$ cat src/rtl/usb_rx_timer_if.sv
// Receive-timer bundle between the RX line front end, the unstuffer and the RX timer.
// The master side drives the line/control inputs; the slave side (the timer) drives the strobes.
interface usb_rx_timer_if;
  logic       rcving;
  logic       d_plus_sync;
  logic       stuff_bit;
  logic       shift_enable;
  logic       byte_received;
  logic [2:0] bit_count;
  logic       drift_err;

  modport master (
    output rcving,
    output d_plus_sync,
    output stuff_bit,
    input  shift_enable,
    input  byte_received,
    input  bit_count,
    input  drift_err
  );

  modport slave (
    input  rcving,
    input  d_plus_sync,
    input  stuff_bit,
    output shift_enable,
    output byte_received,
    output bit_count,
    output drift_err
  );
endinterface

$ cat src/rtl/usb_rx_timer.sv
// USB RX bit/byte timer: resyncs phase on every D+ transition, strobes shift_enable SAMPLE_POINT
// cycles after resync, byte_received one cycle after the 8th data bit; no backpressure. Optional USB_RX_DRIFT_DETECT_EN.
module usb_rx_timer #(
  parameter int CLKS_PER_BIT = 8,
  parameter int SAMPLE_POINT = 3
) (
  input  logic         clk,
  input  logic         rst,
  usb_rx_timer_if.slave rx
);

  localparam int PH_W = (CLKS_PER_BIT > 1) ? $clog2(CLKS_PER_BIT) : 1;
  localparam logic [PH_W-1:0] PH_LAST   = PH_W'(CLKS_PER_BIT - 1);
  localparam logic [PH_W-1:0] PH_SAMPLE = PH_W'(SAMPLE_POINT);
  localparam logic [PH_W-1:0] PH_ONE    = PH_W'(1);

  generate
    if (CLKS_PER_BIT < 4) begin : g_bad_cpb
      $error("usb_rx_timer: CLKS_PER_BIT must be >= 4");
    end
    if (SAMPLE_POINT < 1 || SAMPLE_POINT > CLKS_PER_BIT - 1) begin : g_bad_sp
      $error("usb_rx_timer: SAMPLE_POINT must be in 1..CLKS_PER_BIT-1");
    end
  endgenerate

  logic            d_prev;
  logic            line_edge;
  logic            strobe;
  logic            data_bit;
  logic [PH_W-1:0] ph;
  logic [PH_W-1:0] ph_nxt;
  logic [2:0]      bc;
  logic [2:0]      bc_nxt;
  logic            byte_q;
  logic            byte_nxt;

  // The edge cycle counts as phase 0, so a sample landing on an edge is dropped.
  always_comb begin
    line_edge = rx.d_plus_sync ^ d_prev;
    strobe    = rx.rcving & ~line_edge & (ph == PH_SAMPLE);
    data_bit  = strobe & ~rx.stuff_bit;
  end

  always_comb begin
    ph_nxt = ph + PH_ONE;
    if (!rx.rcving) begin
      ph_nxt = '0;
    end else if (line_edge) begin
      ph_nxt = PH_ONE;
    end else if (ph == PH_LAST) begin
      ph_nxt = '0;
    end
  end

  // Stuffed bits are strobed into the unstuffer but never counted toward the byte.
  always_comb begin
    bc_nxt = bc;
    if (!rx.rcving) begin
      bc_nxt = 3'd0;
    end else if (data_bit) begin
      bc_nxt = bc + 3'd1;
    end
  end

  always_comb begin
    byte_nxt = rx.rcving & data_bit & (bc == 3'd7);
  end

  always_ff @(posedge clk or posedge rst) begin
    if (rst) begin
      d_prev <= 1'b1;
      ph     <= '0;
      bc     <= 3'd0;
      byte_q <= 1'b0;
    end else begin
      d_prev <= rx.d_plus_sync;
      ph     <= ph_nxt;
      bc     <= bc_nxt;
      byte_q <= byte_nxt;
    end
  end

  assign rx.shift_enable  = strobe;
  assign rx.byte_received = byte_q;
  assign rx.bit_count     = bc;

`ifdef USB_RX_DRIFT_DETECT_EN
  logic drift_q;
  logic bad_edge;

  // An edge within one clock of the expected bit boundary is normal jitter.
  always_comb begin
    bad_edge = rx.rcving & line_edge &
               ~((ph == PH_LAST) | (ph == '0) | (ph == PH_ONE));
  end

  always_ff @(posedge clk or posedge rst) begin
    if (rst) begin
      drift_q <= 1'b0;
    end else if (!rx.rcving) begin
      drift_q <= 1'b0;
    end else if (bad_edge) begin
      drift_q <= 1'b1;
    end
  end

  assign rx.drift_err = drift_q;
`else
  assign rx.drift_err = 1'b0;
`endif

endmodule
$ cat src/flat_wrapper.sv
// flat-port wrapper written by rule: the top's interface ports become plain ports
module usb_rx_timer_flat 
#(
  parameter int CLKS_PER_BIT = 8,
  parameter int SAMPLE_POINT = 3
)
  (clk, rst, rx_rcving, rx_d_plus_sync, rx_stuff_bit, rx_shift_enable, rx_byte_received, rx_bit_count, rx_drift_err);
  usb_rx_timer_if rx_i ();
  input  logic clk;
  input  logic rst;
  input wire logic [$bits(rx_i.rcving)-1:0] rx_rcving;
  input wire logic [$bits(rx_i.d_plus_sync)-1:0] rx_d_plus_sync;
  input wire logic [$bits(rx_i.stuff_bit)-1:0] rx_stuff_bit;
  output wire logic [$bits(rx_i.shift_enable)-1:0] rx_shift_enable;
  output wire logic [$bits(rx_i.byte_received)-1:0] rx_byte_received;
  output wire logic [$bits(rx_i.bit_count)-1:0] rx_bit_count;
  output wire logic [$bits(rx_i.drift_err)-1:0] rx_drift_err;
  assign rx_i.rcving = rx_rcving;
  assign rx_i.d_plus_sync = rx_d_plus_sync;
  assign rx_i.stuff_bit = rx_stuff_bit;
  assign rx_shift_enable = rx_i.shift_enable;
  assign rx_byte_received = rx_i.byte_received;
  assign rx_bit_count = rx_i.bit_count;
  assign rx_drift_err = rx_i.drift_err;
  usb_rx_timer #(.CLKS_PER_BIT(CLKS_PER_BIT), .SAMPLE_POINT(SAMPLE_POINT)) u_core (.clk(clk), .rst(rst), .rx(rx_i));
endmodule
$ cat config.mk
export PLATFORM = sky130hd
export DESIGN_NAME = usb_rx_timer_flat
export DESIGN_NICKNAME = d
export VERILOG_FILES = /design/src/rtl/usb_rx_timer_if.sv /design/src/rtl/usb_rx_timer.sv /design/src/flat_wrapper.sv
export SDC_FILE = /design/constraint.sdc
export NUM_CORES = 1
export LEC_CHECK = 0
export CAP_MARGIN = 20
export CORE_AREA = 3 3 40 42
export CTS_CLUSTER_DIAMETER = 150
export DETAILED_ROUTE_END_ITERATION = 7
export DIE_AREA = 0 0 43 45
export PLACE_DENSITY = 0.54
export SLEW_MARGIN = 20
export SYNTH_ARGS = -nofsm -noshare
export SYNTH_HDL_FRONTEND = slang
export SYNTH_SLANG_ARGS = --single-unit
$ cat constraint.sdc
create_clock -name clk -period 1.7 [get_ports clk]
set_input_delay 0.425 -clock clk [delete_from_list [all_inputs] [get_ports clk]]
set_output_delay 0.425 -clock clk [all_outputs]
set_load 0.02 [all_outputs]
# Word-level counts from Yosys, hierarchy flattened
# Cells that the tools add are included.
# word_totals
out_inout_bits	6
word_cells	23
ff_bits	8
# classes
add_sub_neg	2
muxes	5
eq_ne	4
bitwise_logic	8
# ops
cell	count
$mux W3	5
$add A3 B1 Y3 const B	2
$eq A3 B3 Y1 const B	2
$and A1 B1 Y1	5
$eq A3 B2 Y1 const B	1
$ne A2 B1 Y1 const B	1
$not A1 Y1	2
$xor A1 B1 Y1	1

# Logic depth before layout (Yosys ltp)
# Gate-level depths: netlist (run 1).
# depth
ltp_word	7
depth_mapped	5
depth_no_buf	4

# Worst setup path before layout (run 1)
# Ideal clock, no wire load.
# synth_timing
path_type	register to output
from	reg u_core.ph[0]
to	out rx_shift_enable
arrival_time_ps	993
required_time_ps	1275
stages_incl_launch_ff	4
setup_slack_ps	282
cell_sequence	dfrtp_1 > ha_1 > ha_1 > and3_2
# synth_between
elab_chain_cells	2
# synth_rtl
item	line_no	source
start: declaration	usb_rx_timer.sv:30	logic [PH_W-1:0] ph;
start signal: assignment	usb_rx_timer.sv:77	ph <= ph_nxt;
$eq A3 B2 Y1	usb_rx_timer.sv:40	strobe = rx.rcving & ~line_edge & (ph == PH_SAMPLE);
$and A1 B1 Y1	usb_rx_timer.sv:40	
end: declaration	flat_wrapper.sv:14	output wire logic [$bits(rx_i.shift_enable)-1:0] rx_shift_enable;
# No other way between the ends.

# Final worst setup path (run 1)
# Same ends and word-level chain as after synthesis.

==> reports/qor.txt, run 1 <==
Height of the die: 45 um
Nets: 67
Area fraction in and, or, nand and nor cells after synthesis: 0.178
Effective utilization at floorplan: 0.323
Routed length per instance: 11.0 um
Design area: 607 um^2
Share of synthesized cell area in full adder, half adder and majority cells: 0.151
VDD IR-drop max: 306 uV
Final Instance Count excl. Fillers: 71
First-pass GRT wire length: 1260 um
Vias: 314
Power density of the placed cells: 686 nW/um^2
Clk sink count: 8
Syn Area/Cell: 10.9 um^2
Total instance count after detailed placement: 65
Launching element type of the critical path: flop
Clock tree from TritonCTS: done
CP Class: reg2out
Placed Area: 547 um^2
Area enclosed by the die boundary: 1940 um^2
First-pass iteration count of the detailed router: 2
Number of cells produced by synthesis: 38
Final total power: 416 uW
Largest fanout on the critical path: 2
CTS Hold Buffers Added: 0
Post-Synth XOR/XNOR Area: 0.0211
Leakage dissipation: 0.320 nW
Post-Syn Nets: 48
Critical Path End Type: output port
Final WL: 784 um
Vias in the first global route: 319
CP required: 1270 ps
Number of remaining DRC errors: 0
GRT Residual Overflow: 0
Clock transition time at the flip-flop clock pins of the worst setup and hold paths: 60 ps
Hold violation total from the final report: 0
Layout cells sized above 1: 0.286
Number of routed nets with antenna violations: 0
Overall fraction of global-route tracks in use: 0.0924
Upper clock frequency limit: 590 MHz
Die boundary width: 43 um
Area growth from synthesis to layout: 46.1%
DRT iter0 DRCs: 2
Number of cell rows: 13
Sum of negative setup slack: 0 ps
CTS Root Cell: sky130_fd_sc_hd__clkbuf_4
Number of vias per cell after detailed routing: 4.42
Floorplan Core Area: 1280 um^2
Critical path arrival: 1270 ps
Hold Path Class: in2async
Number of max-slew violations in the final report: 0
Fin Clk Skew: 12.1 ps
Post-detail-place hpwl: 568 um
Port bufs: 9
Number of distinct library cell variants in the gate-level netlist after synthesis: 19
Latest clock arrival within the worst-skew pair: 260 ps
Fillers: 129
Number of levels in the clock H-tree: 1
Post-synthesis compound-gate area fraction: 0.0120
Post-Syn Area: 415 um^2
Number of flip-flops and latches in the synthesized netlist: 8
Sequential fraction of the synthesis area: 0.485
Maximum Capacitance Violations: 0
Antenna violations before repair: 0
Min Tclk post-route: 1700 ps
Setup repair after global routing missed its margin: yes
Post-route fraction of the period consumed by the critical path: 0.997
Synthesis Warnings: 0
Inserted Clock Buffers: 3
Result of the run: completed
Maximum number of pins on one net before global-route repair: 9
Number of buffers between clock root and the deepest sink: 2
Diodes inserted: 0
Share of the core filled with cells in the final layout: 0.472
Portion of netlist area occupied by mux cells: 0.0723
Dominant combinational cell family by area after synthesis: simple AND/OR/NAND/NOR gates
Number of top-level pins: 11
Total setup violations reported at the end of the flow: 0
Last weighted congestion value of the routability-driven placer: 0.644
-- Yosys cell counts --
| cell type | count | area share |
|---|---|---|
| sky130_fd_sc_hd__and2_1 | 1 | 0.015 |
| sky130_fd_sc_hd__and3_2 | 1 | 0.018 |
| sky130_fd_sc_hd__and3b_1 | 1 | 0.021 |
| sky130_fd_sc_hd__buf_4 | 1 | 0.018 |
| sky130_fd_sc_hd__buf_6 | 1 | 0.027 |
| sky130_fd_sc_hd__clkbuf_1 | 1 | 0.0090 |
| sky130_fd_sc_hd__conb_1 | 1 | 0.0090 |
| sky130_fd_sc_hd__dfrtp_1 | 7 | 0.42 |
| sky130_fd_sc_hd__dfstp_2 | 1 | 0.063 |
| sky130_fd_sc_hd__ha_1 | 5 | 0.15 |
| sky130_fd_sc_hd__inv_1 | 2 | 0.018 |
| sky130_fd_sc_hd__mux2i_1 | 3 | 0.072 |
| sky130_fd_sc_hd__nand2_1 | 6 | 0.054 |
| sky130_fd_sc_hd__nand2b_1 | 1 | 0.015 |
| sky130_fd_sc_hd__nand3b_1 | 1 | 0.018 |
| sky130_fd_sc_hd__nor2_1 | 2 | 0.018 |
| sky130_fd_sc_hd__nor3b_1 | 1 | 0.018 |
| sky130_fd_sc_hd__o21ai_1 | 1 | 0.012 |
| sky130_fd_sc_hd__xnor2_1 | 1 | 0.021 |
-- through the flow --
stage	worst slack, ps	hold WS (ps)
final	4.47	409
after global routing	-40.4	430
after CTS	-6.43	417
after detailed placement	-600	555
after global placement	-585	541
after floorplan	282	240
-- power breakdown --
group          internal [mW]  switching [mW]  total (mW)
sequential             0.197         0.00286       0.200
combinational         0.0319          0.0237      0.0556
clock                 0.0901          0.0705       0.161
-- per-layer routing --
layer,GRT usage,part of all wire
met1,0.104,0.45
met2,0.138,0.46
met3,0.0279,0.071
met4,0.0904,0.022
met5,0,0
-- final cells by class --
type,count,area [um^2],share of cell area
clock buffer,4,26.3,0.0433
tap,15,18.8,0.0309
inverter,2,7.51,0.0124
sequential,8,201,0.332
multi-input combinational,25,203,0.334
timing repair buffer,17,150,0.247
-- layout by cell type, fill, tap and decap left out --
master / count
sky130_fd_sc_hd__xnor2_1: 1
sky130_fd_sc_hd__buf_4: 8
sky130_fd_sc_hd__and3_4: 1
sky130_fd_sc_hd__buf_6: 1
sky130_fd_sc_hd__dlymetal6s2s_1: 1
sky130_fd_sc_hd__nand3b_1: 1
sky130_fd_sc_hd__clkdlybuf4s50_1: 4
sky130_fd_sc_hd__dfstp_2: 1
sky130_fd_sc_hd__nand2b_1: 1
sky130_fd_sc_hd__mux2i_1: 3
sky130_fd_sc_hd__clkbuf_1: 1
sky130_fd_sc_hd__inv_1: 2
sky130_fd_sc_hd__and3b_1: 1
sky130_fd_sc_hd__nand2_1: 6
sky130_fd_sc_hd__dlygate4sd2_1: 3
sky130_fd_sc_hd__conb_1: 1
sky130_fd_sc_hd__nor2_1: 2
sky130_fd_sc_hd__and2_1: 1
sky130_fd_sc_hd__nor3b_1: 1
sky130_fd_sc_hd__ha_1: 3
sky130_fd_sc_hd__dfrtp_1: 7
sky130_fd_sc_hd__ha_4: 1
sky130_fd_sc_hd__ha_2: 1
sky130_fd_sc_hd__o21ai_1: 1
sky130_fd_sc_hd__clkbuf_4: 3
-- logic make-up (layout without fill, tap and decap cells) --
logic type,after synthesis,after routing
fa+ha+maj,5,5
other cells,1,1
buf+inv,5,23
mux,3,3
flops,8,8
compound gates,1,1
xor+xnor,1,1
simple gates,14,14
-- worst max-delay path, cell delays in order, from the launching register on --
cell and delay (ps):
sky130_fd_sc_hd__dfrtp_1 380, sky130_fd_sc_hd__ha_2 200, sky130_fd_sc_hd__ha_4 160, sky130_fd_sc_hd__and3_4 160, sky130_fd_sc_hd__buf_6 120
-- timing repair --
action / CTS / global route
setup endpoints to repair: 3 / 2
buffers inserted: 1 / 1
resized for setup: 13 / 1
pin swaps: 2 / 0
-- path summary, 6_finish.rpt --
kind / start / endpoint / slack (ps) / cells after the start
max reg2reg: u_core.d_prev$_DFF_PP1_ / u_core.rx.bit_count[1]$_DFFE_PP0P_ / 370 / 4
min reg2reg: u_core.rx.bit_count[1]$_DFFE_PP0P_ / u_core.rx.bit_count[1]$_DFFE_PP0P_ / 560 / 2
min: rst / u_core.rx.bit_count[0]$_DFFE_PP0P_ / 410 / 2
max in group asynchronous: rst / u_core.d_prev$_DFF_PP1_ / 990 / 2
min in group clk: rx_d_plus_sync / u_core.d_prev$_DFF_PP1_ / 430 / 1
max: u_core.ph[0]$_DFF_PP0_ / rx_shift_enable / 4 / 4
-- flip-flops by register name, indices dropped and copies added (netlist names) --
register / flops
u_core.ph: 3
u_core.d_prev: 1
u_core.rx.byte_received: 1
u_core.rx.bit_count: 3
No activity file was read; power rests on OpenSTA's default activity.
==> run 2: changes to the inputs <==
- SLEW_MARGIN: 20 -> unset
==> results of run 2 <==
No change in the layout: final DEF, timing and power equal those of run 1.
